===== src/rtl/m_div_unit.sv =====
// Radix-2 restoring divider for RV32M DIV/DIVU/REM/REMU with a pipeline stall output.
// Build option DIV_FASTPATH_EN: divide-by-zero and signed overflow skip CALC (IDLE -> FIX).
//
//   state  | meaning
//   S_IDLE | waiting for a divide request
//   S_CALC | one restoring step per cycle, XLEN steps
//   S_FIX  | sign correction, result register, done pulse
module m_div_unit #(
   parameter int XLEN = 32
) (
   input  logic            clk,
   input  logic            rst_n,
   input  logic            i_alu_mul_sel,
   input  logic [3:0]      i_m_con,
   input  logic            i_start,
   input  logic            i_kill,
   input  logic [XLEN-1:0] i_op_a,
   input  logic [XLEN-1:0] i_op_b,
   output logic [XLEN-1:0] o_result,
   output logic            o_done,
   output logic            o_busy,
   output logic            o_stall
);

   localparam int CW = $clog2(XLEN);
   localparam logic [CW-1:0] CNT_LAST = CW'(XLEN - 1);

   typedef enum logic [1:0] {S_IDLE, S_CALC, S_FIX} state_t;

   state_t          r_state, w_state_nxt;
   logic [XLEN-1:0] r_rem, r_quo, r_div, r_result;
   logic [CW-1:0]   r_cnt;
   logic [1:0]      r_op_sel;
   logic            r_neg_q, r_neg_r, r_done, r_busy;

   logic            w_req, w_signed, w_fast;
   logic [XLEN-1:0] w_abs_a, w_abs_b, w_res;
   logic [XLEN:0]   w_rem_sh, w_trial;

   // 4'b10xx is the divide group; 11xx is not a divide
   assign w_req    = i_start & i_alu_mul_sel & i_m_con[3] & ~i_m_con[2];
   assign w_signed = ~i_m_con[0];
   assign w_abs_a  = (w_signed & i_op_a[XLEN-1]) ? -i_op_a : i_op_a;
   assign w_abs_b  = (w_signed & i_op_b[XLEN-1]) ? -i_op_b : i_op_b;

`ifdef DIV_FASTPATH_EN
   logic w_div_zero, w_ovf;
   assign w_div_zero = (i_op_b == '0);
   assign w_ovf      = w_signed & (i_op_a == {1'b1, {(XLEN-1){1'b0}}}) & (&i_op_b);
   assign w_fast     = w_div_zero | w_ovf;
`else
   assign w_fast     = 1'b0;
`endif

   // 33-bit trial: bit XLEN set means the shifted remainder is below the divisor
   assign w_rem_sh = {r_rem, r_quo[XLEN-1]};
   assign w_trial  = w_rem_sh - {1'b0, r_div};

   always_comb begin
      w_res = r_quo;
      case (r_op_sel)
         2'b00:   w_res = (r_neg_q && (r_div != '0)) ? -r_quo : r_quo;
         2'b01:   w_res = r_quo;
         2'b10:   w_res = r_neg_r ? -r_rem : r_rem;
         default: w_res = r_rem;
      endcase
   end

   always_ff @(posedge clk or negedge rst_n) begin
      if (!rst_n) r_state <= S_IDLE;
      else        r_state <= w_state_nxt;
   end

   always_comb begin
      w_state_nxt = r_state;
      if (i_kill) begin
         w_state_nxt = S_IDLE;
      end else begin
         case (r_state)
            S_IDLE:  if (w_req) w_state_nxt = w_fast ? S_FIX : S_CALC;
            S_CALC:  if (r_cnt == CNT_LAST) w_state_nxt = S_FIX;
            S_FIX:   w_state_nxt = S_IDLE;
            default: w_state_nxt = S_IDLE;
         endcase
      end
   end

   always_ff @(posedge clk or negedge rst_n) begin
      if (!rst_n) begin
         r_rem    <= '0;
         r_quo    <= '0;
         r_div    <= '0;
         r_cnt    <= '0;
         r_op_sel <= '0;
         r_neg_q  <= 1'b0;
         r_neg_r  <= 1'b0;
         r_result <= '0;
         r_done   <= 1'b0;
         r_busy   <= 1'b0;
      end else if (i_kill) begin
         r_done <= 1'b0;
         r_busy <= 1'b0;
      end else begin
         r_done <= 1'b0;
         case (r_state)
            S_IDLE: begin
               if (w_req) begin
                  r_op_sel <= i_m_con[1:0];
                  r_neg_q  <= w_signed & (i_op_a[XLEN-1] ^ i_op_b[XLEN-1]);
                  r_neg_r  <= w_signed & i_op_a[XLEN-1];
                  r_div    <= w_abs_b;
                  r_rem    <= '0;
                  r_quo    <= w_abs_a;
                  r_cnt    <= '0;
                  r_busy   <= 1'b1;
`ifdef DIV_FASTPATH_EN
                  // preload what XLEN steps against a zero divisor would leave behind
                  if (w_div_zero) begin
                     r_rem <= w_abs_a;
                     r_quo <= '1;
                  end
`endif
               end
            end
            S_CALC: begin
               if (!w_trial[XLEN]) begin
                  r_rem <= w_trial[XLEN-1:0];
                  r_quo <= {r_quo[XLEN-2:0], 1'b1};
               end else begin
                  r_rem <= w_rem_sh[XLEN-1:0];
                  r_quo <= {r_quo[XLEN-2:0], 1'b0};
               end
               r_cnt <= r_cnt + 1'b1;
            end
            S_FIX: begin
               r_result <= w_res;
               r_done   <= 1'b1;
               r_busy   <= 1'b0;
            end
            default: ;
         endcase
      end
   end

   assign o_result = r_result;
   assign o_done   = r_done;
   assign o_busy   = r_busy;
   assign o_stall  = r_busy | (w_req & (r_state == S_IDLE));

endmodule


===== config.mk =====
export PLATFORM = sky130hd
export DESIGN_NAME = m_div_unit
export DESIGN_NICKNAME = d
export VERILOG_FILES = /design/src/rtl/m_div_unit.sv
export SDC_FILE = /design/constraint.sdc
export NUM_CORES = 1
export LEC_CHECK = 0
export ABC_AREA = 1
export CORE_ASPECT_RATIO = 1.4
export CORE_UTILIZATION = 40
export CTS_CLUSTER_SIZE = 30
export DETAILED_ROUTE_END_ITERATION = 6
export PLACE_DENSITY = 0.69
export SLEW_MARGIN = 0
export SYNTH_ARGS = -nofsm -noshare
export SYNTH_HDL_FRONTEND = slang
export SYNTH_SLANG_ARGS = --single-unit

===== constraint.sdc =====
create_clock -name clk -period 3.5 [get_ports clk]
set_clock_uncertainty 0.05 [all_clocks]
set_input_delay 0.525 -clock clk [delete_from_list [all_inputs] [get_ports clk]]
set_output_delay 0.525 -clock clk [all_outputs]
set_load 0.02 [all_outputs]

==> flow_summary.json, run 1 <==
{
  "critPathLaunch": "r_rem[0]$_DFFE_PN0P_",
  "p_int_w": 0.003957,
  "slowest_stage": "dfrtp_1",
  "finalSetupTns_ps": 0,
  "grt_setup_unrepaired": "no",
  "synth_mux_area_share_pct": 0,
  "post-cts-setup-buffers": 0,
  "gr-usage-all-layers_pct": 27.48,
  "critPathLaunchType": "register",
  "cts_resized": 0,
  "clk_latency_ps": 450,
  "worstMarginPinSlew_ps": 748.9,
  "drv_cap": 0,
  "cp.arrival_ps": 2980,
  "vias": 14270,
  "endpoint_kind": "register",
  "wl_mm": 44.53,
  "clkSinkCount": 141,
  "path_common_cell": "nand2_1",
  "io-pin-count": 108,
  "cp.required_ps": 3840,
  "grt_pass1_wl_mm": 70.76,
  "ys_seq_elements": 141,
  "cts_htree_levels": 4,
  "synth_commonest_cells": "772 x nand2_1, 259 x inv_1, 222 x nor2_1, 210 x nand3_1, 158 x o21ai_0",
  "die_h_um": 214.0,
  "synthXorXnorAreaFrac_pct": 3.477,
  "start_util_pct": 40.65,
  "clkPwrFrac_pct": 28.9,
  "synth_area_leaders": "dfrtp_1 27%, nand2_1 23%, nand3_1 8.2%, inv_1 7.6%, nor2_1 6.5%",
  "nets": 2375,
  "hp-class": "register to register",
  "yosys.area_share.simple_pct": 42.20,
  "row_count": 77,
  "synth-compound-area-share_pct": 12.75,
  "firstDrtPassIters": 5,
  "vdd_ir_drop_max_v": 0.0003379,
  "post-place-cells": 2638,
  "hp-start": "o_result[18]$_DFFE_PN0P_",
  "dp_hpwl_mm": 35.52,
  "syn_nets": 2290,
  "synth.distinct_cells": 39,
  "p_leak_nw": 7.828,
  "antenna_found_initial": 0,
  "report.final.slew_viol_count": 0,
  "yosysMostFrequentCell": "nand2_1",
  "root_buffer": "clkbuf_16",
  "use_met1_pct": 32.71,
  "area_growth_pct": 16.46,
  "drtIter0Drc": 1078,
  "critPathMaxStageDelay_ps": 400,
  "cts-buffers-inserted": 17,
  "overflow": 0,
  "dieWidth_um": 153.5,
  "port_buffers": 107,
  "synth_top_area_share_pct": 27.47,
  "use_met3_pct": 3.375,
  "drc_errors": 0,
  "cts_hold_buf": 1,
  "fin_crit_sh_pct": 75.33,
  "syn_inst": 2178,
  "final_hold_viol_count": 0,
  "fin_crit_ps": 2637,
  "pwr-share-seq_pct": 31.4,
  "setup_viol": 0,
  "critPathMaxFanout": 4,
  "status": "completed",
  "cts_tree": "done",
  "layout.cells.non_filler": 2671,
  "routed_via_density": 5.344,
  "drtAntennaViolNets": 0,
  "gp_congestion": 0.9765,
  "syn_area_per_cell_um2": 5.898,
  "worst-path-buf-inv": 2,
  "yosysSeqAreaShare_pct": 27.47,
  "slew_headroom_pct": 50.02,
  "synthArstFlopShare_pct": 100.0,
  "synth_warnings": 0,
  "synthAdderAreaFrac_pct": 3.857,
  "swShare_pct": 41.67,
  "synth_edf_count": 0,
  "combPwrFrac_pct": 39.6,
  "crit_family": "simple AND/OR/NAND/NOR gates",
  "die_area_um2": 32840,
  "drive_gt1_share_pct": 4.086,
  "clock.fmax_ghz": 0.3793,
  "top_usage_layer": "met2",
  "critPathKind": "register to register",
  "core_um2": 31600,
  "synth_top_family_by_area": "simple AND/OR/NAND/NOR gates",
  "routedWlPerCell_um": 16.67,
  "syn-cell-area_um2": 12840,
  "yosysTopAreaCell": "dfrtp_1",
  "p_per_area_nw_per_um2": 453.5,
  "r2r-start": "r_rem[0]$_DFFE_PN0P_",
  "grt_pass1_vias": 13610,
  "clk_pin_slew_ps": 60,
  "grt_start_max_net_pins": 83,
  "gr-usage-met2_pct": 47.15,
  "switchingPower_w": 0.002827,
  "path_cells": "inv_1, buf_4, ha_1, nand3_1, nor2_1, nand2_1, o21ai_1, nand2_1, nand2_1, nand2_1, nor2_1, nor2_1, nand2_1, nand2_1, nand2_1",
  "diodes": 0,
  "clk_path_buf_depth": 2,
  "synth_ff_type": "dfrtp_1"
}
metrics by stage:
stage                     hold WS (ps)  utilization [%]  instance area (um2)  total power (W)  worst slack [ps]
after floorplan                  179.4                -                12840         0.003872              1234
after global placement           356.4            45.32                14320         0.004751             838.4
after detailed placement         356.8            45.32                14320         0.004785             766.3
after CTS                        432.1            47.34                14960         0.006766             876.8
after global routing             455.8            47.34                14960         0.007222             648.6
final                            426.7            47.34                14960         0.006784             863.4
layout by cell type (no fill, tap or decap), types with 35 or more instances in the layout:
| cell type | Yosys | final |
|---|---|---|
| o21ai_0 | 158 | 157 |
| ha_1 | 38 | 38 |
| inv_1 | 259 | 259 |
| nand3_1 | 210 | 210 |
| nand2_1 | 772 | 771 |
| xor2_1 | 35 | 35 |
| a21oi_1 | 117 | 117 |
| dfrtp_1 | 141 | 141 |
| nor2_1 | 222 | 219 |
| clkdlybuf4s50_1 | 0 | 106 |
state kept, by name, indices dropped and copies added (netlist names):
register  cells
r_op_sel      2
o_done        1
r_neg_r       1
r_quo        32
r_state       2
r_div        32
r_rem        32
r_neg_q       1
o_busy        1
o_result     32
r_cnt         5
final cells by class:
type / instances / area, um2
clock buffers: 19 / 442.9
clock inverters: 13 / 186.4
fillers: 3335 / 16640
inverters: 267 / 1002
multi-input cells: 1703 / 8010
flip-flops and latches: 141 / 3528
well taps: 395 / 494.2
repair buffers: 133 / 1295
power by group through the flow:
stage | registers (W) | clock network [W] | logic, W
after floorplan | 0.00206 | 0 | 0.00181
after global placement | 0.00214 | 0 | 0.00261
after detailed placement | 0.00215 | 0 | 0.00264
after CTS | 0.00212 | 0.00199 | 0.00265
after global routing | 0.00216 | 0.00207 | 0.00300
final | 0.00213 | 0.00196 | 0.00269
tightest hold or removal path: cells and delay by family, from the launching register on:
kind	cells	cell delay, ps
and+or+nand+nor	2	100
DFF	1	340
path summary, 6_finish.rpt:
path | end | slack, ps | depth (start not counted)
hold / removal | o_result[18]$_DFFE_PN0P_ | 430 | 2
min in group asynchronous | o_done$_DFF_PN0_ | 450 | 2
max in group asynchronous | r_div[29]$_DFFE_PN0P_ | 2190 | 3
hold reg to reg | o_result[18]$_DFFE_PN0P_ | 430 | 2
setup / recovery | o_result[30]$_DFFE_PN0P_ | 860 | 15
setup reg to reg | o_result[30]$_DFFE_PN0P_ | 860 | 15
per-layer routing:
layer	wire length, um	share of wire [%]
met1	18380	41
met2	21660	49
met3	1966	4.4
met4	2531	5.7
met5	0	0
cells by family after synthesis:
kind of cell	after synthesis
compound gates	312
xor+xnor	51
fa+ha+maj	39
buf+inv	334
flops	141
simple gates	1301
Note: power is estimated with default switching activity, not from simulation.
==> run 2: changes to the inputs <==
- PLACE_DENSITY: 0.69 -> 0.71
- clock period: 3.5 -> 2.25 ns (I/O delays scaled with it)
==> flow_summary.json, run 2 (same netlist as run 1, synthesis figures left out) <==
{
  "status": "finished, violations left",
  "violations": "negative setup slack",
  "antenna_found_initial": 1,
  "drtAntennaViolNets": 0,
  "fin_crit_ps": 2404,
  "overflow": 0,
  "pwr-share-seq_pct": 28.4,
  "slew_headroom_pct": 66.75,
  "vdd_ir_drop_max_v": 0.0003376,
  "critPathLaunchType": "register",
  "cp.arrival_ps": 2690,
  "clk_latency_ps": 460,
  "diodes": 0,
  "cts-buffers-inserted": 17,
  "drv_cap": 0,
  "p_per_area_nw_per_um2": 679.2,
  "clkPwrFrac_pct": 28.1,
  "routedWlPerCell_um": 16.55,
  "die_area_um2": 32840,
  "switchingPower_w": 0.004662,
  "regArea_um2": 3530,
  "io-pin-count": 108,
  "swShare_pct": 39.80,
  "row_count": 77,
  "nets": 2579,
  "worstMarginPinSlew_ps": 498.0,
  "clk_pin_slew_ps": 60,
  "final_cell_mix": "717 x nand2_1, 256 x inv_1, 210 x nor2_1",
  "dp_hpwl_mm": 37.60,
  "dieWidth_um": 153.5,
  "cts_tree": "done",
  "critPathLaunch": "r_div[0]$_DFFE_PN0P_",
  "clkSinkCount": 141,
  "root_buffer": "clkbuf_16",
  "area_growth_pct": 34.27,
  "fin_crit_sh_pct": 106.8,
  "cts_htree_levels": 4,
  "drive_gt1_share_pct": 15.93,
  "grt_start_max_net_pins": 53,
  "p_leak_nw": 9.035,
  "gp_congestion": 1.025,
  "endpoint_kind": "register",
  "multiInputGateArea_um2": 8514,
  "start_util_pct": 40.65,
  "path_cells": "ha_4, fa_2, inv_2, nand3_2, nand2_2, nand2_2, nand2_2, nand2_2, nand2_4, nand2_4, nand2_4, nand2_4, nand2_4, buf_12, buf_12, nand2_2, nand3_2, nand2_1",
  "report.final.slew_viol_count": 0,
  "critPathKind": "register to register",
  "hp-class": "input port to async pin",
  "setup_ws_ps": -153.6,
  "finalSetupTns_ps": -3864,
  "slowest_stage": "dfrtp_1",
  "core_um2": 31600,
  "combPwrFrac_pct": 43.5,
  "port_buffers": 107,
  "setup_viol": 33,
  "grt_pass1_wl_mm": 75.06,
  "final_hold_viol_count": 0,
  "r2r-start": "r_div[0]$_DFFE_PN0P_",
  "p_int_w": 0.007052,
  "final_common_cell": "nand2_1",
  "post-route-util_pct": 54.58,
  "critPathMaxStageDelay_ps": 420,
  "grt_pass1_vias": 14230,
  "grt_setup_unrepaired": "yes",
  "routed_via_density": 5.291,
  "gr-usage-all-layers_pct": 29.03,
  "clk_path_buf_depth": 2,
  "drc_errors": 0,
  "cp.required_ps": 2540,
  "dp_slack_ps": -180.4,
  "finalHoldWorstSlack_ps": 308.7,
  "vias": 15210,
  "critPathMaxFanout": 7,
  "drtIter0Drc": 1223,
  "fillers": 3154,
  "firstDrtPassIters": 5,
  "wl_mm": 47.57,
  "totalPowerFinal_w": 0.01171,
  "die_h_um": 214.0,
  "clock.fmax_ghz": 0.4160
}
[run 2: cell types whose count changed in the layout (fill, tap and decap cells not counted), moves of 5 or more]
cell | before | now
buf_4 | 23 | 202
nor2_1 | 219 | 210
ha_4 | 0 | 6
buf_12 | 2 | 15
nand2_4 | 2 | 8
nand3_2 | 0 | 17
ha_1 | 38 | 30
nor2_2 | 7 | 13
nand2_1 | 771 | 717
nand3_1 | 210 | 192
buf_6 | 1 | 8
nand2_8 | 0 | 5
nand2_2 | 11 | 57
[run 2: layout make-up]
cell class              instances  area share (%)
clock inverters                10           1.219
inverters                     267           5.811
repair buffers                334           17.58
multi-input cells            1706           49.37
flip-flops and latches        141           20.47
clock buffers                  22           2.692
well taps                     395           2.866
[run 2: final timing paths]
| path | end | slack (ps) | cells past startpoint |
|---|---|---|---|
| hold reg to reg | o_result[30]$_DFFE_PN0P_ | 430 | 2 |
| max in group asynchronous | r_rem[5]$_DFFE_PN0P_ | 1170 | 3 |
| hold / removal | r_div[28]$_DFFE_PN0P_ | 310 | 2 |
| setup reg to reg | r_rem[25]$_DFFE_PN0P_ | -150 | 18 |
| min in group clk | o_result[30]$_DFFE_PN0P_ | 430 | 2 |
| setup / recovery | r_rem[25]$_DFFE_PN0P_ | -150 | 18 |
[run 2: worst max-delay path, delay by kind of cell, from the launching register on]
family                     cells  cell delay, ps
adders and majority gates      2             540
DFF                            1             420
buffers and inverters          3             340
and+or+nand+nor               13             930
[run 2: per-layer routing]
| metal | up-vias | track usage, % | share of wire (%) |
|---|---|---|---|
| met5 | - | 0 | 0 |
| li1 | 7549 | - | - |
| met2 | 562 | 47.46 | 47 |
| met4 | 0 | 15.90 | 4.8 |
| met1 | 6983 | 37.57 | 43 |
| met3 | 118 | 2.930 | 5.5 |
[run 2: power by group through the flow]
stage	Clock, W	Sequential [W]	Combinational (W)
4_1_cts	0.00334	0.00331	0.00492
3_3_place_gp	0	0.00333	0.00466
2_1_floorplan	0	0.00321	0.00282
5_1_grt	0.00344	0.00337	0.00561
6_report	0.00329	0.00333	0.00509
3_5_place_dp	0	0.00335	0.00470
[run 2: repair_timing]
action,4_1_cts,5_1_grt
setup buffers,19,1
hold buffers,1,0
resized for setup,70,62
endpoints found under the setup margin,35,49
hold endpoints to repair,34,0
cloned,5,0
pin swaps,55,24
[run 2: stage by stage]
step / cell area (um2) / cells
global placement: 15800 / 2818
global route: 17250 / 2875
detailed placement: 15800 / 2818
floorplan: 12850 / 2178
CTS: 17020 / 2874
finish: 17250 / 2875
==> run 3: changes to the inputs <==
- CAP_MARGIN: default -> 10
==> results of run 3 <==
No change in the layout: final DEF, timing and power equal those of run 2.
